### src/rtl/aes_pkg.sv
// Shared AES types and GF(2^8) helpers for the round datapath.
package aes_pkg;

    localparam logic AES_ENC = 1'b0;
    localparam logic AES_DEC = 1'b1;

    typedef enum logic [1:0] {
        IDLE,
        BUSY,
        DONE
    } mc_state_e;

    function automatic logic [7:0] aes_mul2(input logic [7:0] a);
        return {a[6:0], 1'b0} ^ (a[7] ? 8'h1b : 8'h00);
    endfunction

    function automatic logic [7:0] aes_mul4(input logic [7:0] a);
        return aes_mul2(aes_mul2(a));
    endfunction

endpackage

### src/rtl/aes_mix_single_column.sv
// Combinational MixColumns / InvMixColumns on one 32-bit column.
module aes_mix_single_column
    import aes_pkg::*;
(
    input  logic        mode_i,
    input  logic [31:0] col_i,
    output logic [31:0] col_o
);

    logic [7:0] a0, a1, a2, a3;
    logic [7:0] p0, p1, p2, p3;
    logic [7:0] u, v;

    assign a0 = col_i[7:0];
    assign a1 = col_i[15:8];
    assign a2 = col_i[23:16];
    assign a3 = col_i[31:24];

    // Inverse is a cheap pre-step followed by the forward matrix.
    assign u = aes_mul4(a0 ^ a2);
    assign v = aes_mul4(a1 ^ a3);

    always_comb begin
        p0 = a0;
        p1 = a1;
        p2 = a2;
        p3 = a3;
        if (mode_i == AES_DEC) begin
            p0 = a0 ^ u;
            p1 = a1 ^ v;
            p2 = a2 ^ u;
            p3 = a3 ^ v;
        end
    end

    assign col_o[7:0]   = aes_mul2(p0) ^ aes_mul2(p1) ^ p1 ^ p2 ^ p3;
    assign col_o[15:8]  = p0 ^ aes_mul2(p1) ^ aes_mul2(p2) ^ p2 ^ p3;
    assign col_o[23:16] = p0 ^ p1 ^ aes_mul2(p2) ^ aes_mul2(p3) ^ p3;
    assign col_o[31:24] = aes_mul2(p0) ^ p0 ^ p1 ^ p2 ^ aes_mul2(p3);

endmodule

### src/rtl/aes_mix_columns_iter.sv
// Column-serial MixColumns engine, one column per cycle.
// Define AES_MIX_COLUMNS_WIPE_EN to clear the result on output handshake.
module aes_mix_columns_iter
    import aes_pkg::*;
#(
    parameter int NumCols = 4
) (
    input  logic         clk_i,
    input  logic         rst_ni,
    input  logic         mode_i,
    input  logic         in_valid_i,
    output logic         in_ready_o,
    input  logic [127:0] data_i,
    output logic         out_valid_o,
    input  logic         out_ready_i,
    output logic [127:0] data_o
);

    localparam int CntW = $clog2(NumCols);

    mc_state_e                   state_q, state_d;
    logic [CntW-1:0]             col_cnt_q, col_cnt_d;
    logic [NumCols-1:0][31:0]    data_q, data_d;
    logic                        mode_q, mode_d;
    logic [31:0]                 col_sel, col_t;

    assign col_sel = data_q[col_cnt_q];
    assign data_o  = data_q;

    aes_mix_single_column u_col (
        .mode_i (mode_q),
        .col_i  (col_sel),
        .col_o  (col_t)
    );

    always_comb begin
        state_d     = state_q;
        col_cnt_d   = col_cnt_q;
        data_d      = data_q;
        mode_d      = mode_q;
        in_ready_o  = 1'b0;
        out_valid_o = 1'b0;
        unique case (state_q)
            IDLE: begin
                in_ready_o = 1'b1;
                if (in_valid_i) begin
                    data_d    = data_i;
                    mode_d    = mode_i;
                    col_cnt_d = '0;
                    state_d   = BUSY;
                end
            end
            BUSY: begin
                data_d[col_cnt_q] = col_t;
                col_cnt_d         = col_cnt_q + 1'b1;
                if (col_cnt_q == CntW'(NumCols - 1)) begin
                    col_cnt_d = '0;
                    state_d   = DONE;
                end
            end
            DONE: begin
                out_valid_o = 1'b1;
                if (out_ready_i) begin
                    state_d = IDLE;
`ifdef AES_MIX_COLUMNS_WIPE_EN
                    data_d  = '0;
`else
                    data_d  = data_q;
`endif
                end
            end
            default: state_d = IDLE;
        endcase
    end

    always_ff @(posedge clk_i) begin
        if (!rst_ni) begin
            state_q   <= IDLE;
            col_cnt_q <= '0;
            data_q    <= '0;
            mode_q    <= AES_ENC;
        end else begin
            state_q   <= state_d;
            col_cnt_q <= col_cnt_d;
            data_q    <= data_d;
            mode_q    <= mode_d;
        end
    end

endmodule

### config.mk
export PLATFORM = sky130hd
export DESIGN_NAME = aes_mix_columns_iter
export DESIGN_NICKNAME = d
export VERILOG_FILES = /design/src/rtl/aes_pkg.sv /design/src/rtl/aes_mix_single_column.sv /design/src/rtl/aes_mix_columns_iter.sv
export SDC_FILE = /design/constraint.sdc
export NUM_CORES = 1
export LEC_CHECK = 0
export CAP_MARGIN = 20
export CELL_PAD_IN_SITES_DETAIL_PLACEMENT = 1
export CELL_PAD_IN_SITES_GLOBAL_PLACEMENT = 2
export CORE_MARGIN = 10
export CORE_UTILIZATION = 25
export CTS_CLUSTER_DIAMETER = 120
export DETAILED_ROUTE_END_ITERATION = 6
export GPL_TIMING_DRIVEN = 0
export HOLD_SLACK_MARGIN = 0.12
export PLACE_DENSITY_LB_ADDON = 0.3
export SLEW_MARGIN = 5
export SYNTH_ARGS = -nofsm -noshare
export SYNTH_HDL_FRONTEND = slang
export SYNTH_SLANG_ARGS = --single-unit
### constraint.sdc
create_clock -name clk_i -period 8.9 [get_ports clk_i]
set_input_delay 1.78 -clock clk_i [delete_from_list [all_inputs] [get_ports clk_i]]
set_output_delay 1.78 -clock clk_i [all_outputs]
set_load 0.1 [all_outputs]
==> results.json <==
{
  "outcome": "finished clean",
  "holdCritPathClass": "reg2reg",
  "p_per_area_mw_per_mm2": 323.9,
  "wire_per_inst_um": 27.14,
  "ys_types": 49,
  "grt_max_degree": 17,
  "cts_sinks": 133,
  "startpoint": "col_cnt_q[1]",
  "drive_above_1_share_pct": 7.758,
  "regArea_sq_mm": 0.002663,
  "ctsHoldBuffers": 0,
  "dieArea_sq_mm": 0.04376,
  "skew_ns": 0.01059,
  "diodes": 0,
  "synth_compound_area_share_pct": 18.89,
  "multi_input_area_sq_mm": 0.005886,
  "n_fill_cell": 4086,
  "dr.first_iter.drc_count": 613,
  "hold_depth": 2,
  "crit_path_end_kind": "flip-flop",
  "p_leak_uw": 0.004974,
  "crit_end": "data_o[77]",
  "syn_area_per_cell_sq_um": 8.985,
  "slew_violations": 0,
  "grt_pass1_wl_mm": 68.32,
  "start_util_pct": 25.22,
  "first_global_vias": 9611,
  "postCtsSetupRepairBufs": 0,
  "setup_slack_ns": 4.711,
  "ys_ff_latch": 133,
  "cts_made_buffers": 17,
  "slew_headroom_pct": 27.14,
  "via_per_inst": 5.119,
  "cts_max_level": 4,
  "syn_to_final_growth_pct": 42.90,
  "fin_crit_ns": 4.189,
  "crit_fanout": 10,
  "yosys_warnings": 0,
  "nNetsFinal": 1413,
  "ant_nets": 0,
  "grt_overflow": 0,
  "die_w_um": 209.2,
  "clock.fmax_mhz": 238.7,
  "synthCells": 996,
  "setup_violations": 0,
  "rsz0062_at_grt": "no",
  "synth_ff_type": "dfxtp_1",
  "clockBufferDepth": 2,
  "ys_seq_area_share_pct": 29.75,
  "cts_resized": 0,
  "clockRootBuffer": "clkbuf_16",
  "synth.area.mux_share_pct": 9.200,
  "routabilityCongestion": 0.9185,
  "synth-xor-area-share_pct": 24.22,
  "synth_edf_count": 0,
  "synthAdderAreaFrac_pct": 0.5593,
  "worst_pin_slew_ns": 1.093,
  "crit_required_ns": 9.18,
  "io_buffers": 261,
  "synth_top_family_by_area": "XOR/XNOR gates",
  "dp_worst_setup_slack_ns": 4.521,
  "rows": 69,
  "vias": 8959,
  "synthSimpleGateAreaFrac_pct": 12.91,
  "async_reset_ff_share_pct": 0,
  "peakVddDrop_mv": 0.2009,
  "r2r_end": "data_o[77]",
  "cts_tree": "done",
  "timing.reg2reg.setup_slack_ns": 4.71,
  "die_h_um": 209.2,
  "firstDrtPassIters": 6,
  "path_clk_slew_ns": 0.06,
  "clk_latency_ns": 0.43,
  "r2r_cells": 11,
  "fp.coreArea_sq_mm": 0.03548,
  "worstPathArrival_ns": 4.47,
  "syn-cell-area_sq_mm": 0.008949,
  "start_kind": "flip-flop",
  "track_usage_pct": 20.93,
  "antenna_found_initial": 0,
  "finalSetupTns_ns": 0,
  "drc_errors": 0,
  "finalCritPeriodShare_pct": 47.06,
  "hold_viol": 0,
  "detailed_place_hpwl_mm": 37.07,
  "maxCapViolations": 0,
  "wirelength_mm": 47.50,
  "crit_type": "reg2reg",
  "r2r_start": "col_cnt_q[1]",
  "io_pins": 263,
  "syn-num-nets": 1133
}
-- synth_stat cells, types with 2 or more instances --
master,n,area [sq um]
xnor3_1,26,585.6
buf_1,2,7.510
xnor2_1,77,674.4
nand2_2,4,25.02
o211ai_1,17,127.6
nand3_1,33,165.2
o21ai_1,3,15.01
xor2_2,9,146.4
mux2i_1,4,40.04
a31oi_1,8,50.05
and2_1,6,37.54
o21ai_0,112,560.5
dlygate4sd3_1,2,20.02
inv_1,2,7.510
xnor2_4,3,82.58
mux4_2,29,653.1
o221ai_1,14,122.6
nor2b_1,3,18.77
xnor2_2,3,48.80
a221oi_1,26,227.7
nand2_1,200,750.7
nor2_1,33,123.9
o21a_1,3,22.52
nor3_1,2,10.01
dfxtp_1,133,2663
ha_1,4,50.05
xor3_1,7,166.4
o211a_1,3,30.03
a21boi_0,3,22.52
a21oi_1,93,465.5
xor2_1,41,359.1
buf_6,9,101.4
mux4_1,4,105.1
xor2_4,2,55.05
clkbuf_1,62,232.7
-- through the flow --
step                std cells  utilization, %  area, sq um  power, uW  hold WS [ns]
finish                   1750           36.04        12790       4142        0.5469
global route             1750           36.04        12790       4294        0.5850
CTS                      1750           36.04        12790       4137        0.5447
detailed placement       1718           34.21        12140       3318        0.5275
global placement         1718           34.21        12140       3318        0.5151
floorplan                 996               -         8949       2568        0.7169
-- per-layer routing --
layer | vias to the layer above | GRT usage (%) | share of wire, %
met3 | 29 | 4.086 | 5.7
met4 | 0 | 3.498 | 0.94
met2 | 298 | 35.42 | 48
met1 | 4543 | 27.24 | 45
li1 | 4089 | - | -
met5 | - | 0 | 0
-- cells in the final DEF, fill, tap and decap left out, drive strengths merged, types with 4 or more instances in the layout --
master / synthesis / routed
clkdlybuf4s50: 0 / 261
clkinv: 0 / 6
buf: 14 / 14
nand3: 33 / 33
a221oi: 27 / 27
nand2: 204 / 204
o221ai: 14 / 14
dfxtp: 133 / 133
a21oi: 93 / 93
nor2: 34 / 34
o21ai: 115 / 115
mux2i: 4 / 4
xnor2: 83 / 83
a31oi: 9 / 9
xor3: 8 / 8
clkbuf: 62 / 82
xor2: 52 / 52
and2: 6 / 6
xnor3: 27 / 27
mux4: 34 / 34
ha: 4 / 4
bufinv: 0 / 5
o211ai: 17 / 17
-- sequential cells by signal, indices dropped and copies added, names as in the netlist --
name	cells
col_cnt_q	2
data_o	128
mode_q	1
state_q	2
-- kinds of logic after synthesis --
logic type	after synthesis
buffers and inverters	81
AND/OR/NAND/NOR	284
adder cells (fa/ha/maj)	4
XOR/XNOR	170
multiplexers	38
AO/OA/AOI/OAI	286
flip-flops	133
-- area by class of cell --
cell class / instances / share of cell area, %
multi-input cells: 782 / 46.03
flip-flops and latches: 133 / 20.82
clock inverters: 12 / 1.585
inverters: 3 / 0.08806
repair buffers: 261 / 20.43
clock buffers: 20 / 3.493
well taps: 461 / 4.511
plain buffers: 78 / 3.043
-- critical path, stage by stage, from the launching register on --
cell and delay, ns:
dfxtp_1 0.38, buf_6 0.23, buf_6 0.25, buf_2 0.48, mux4_4 0.57, xnor2_1 0.45
xnor3_1 0.32, xnor2_1 0.21, nand2_2 0.11, xnor3_1 0.39, xor2_1 0.47, a31oi_1 0.15
-- worst min-delay path by stage --
| stage | start | to | slack (ns) |
|---|---|---|---|
| floorplan | state_q[1] | col_cnt_q[1] | 0.72 |
| global placement | data_o[42] | data_o[42] | 0.52 |
| detailed placement | data_o[22] | data_o[22] | 0.53 |
| CTS | data_o[22] | data_o[22] | 0.54 |
| global route | data_o[121] | data_o[121] | 0.59 |
| finish | data_o[102] | data_o[102] | 0.55 |
-- report_power, final --
part / internal [uW] / switching, uW
Sequential: 678 / 86.5
Combinational: 902 / 1670
Clock: 506 / 303
No activity file was read; power rests on OpenSTA's default activity.
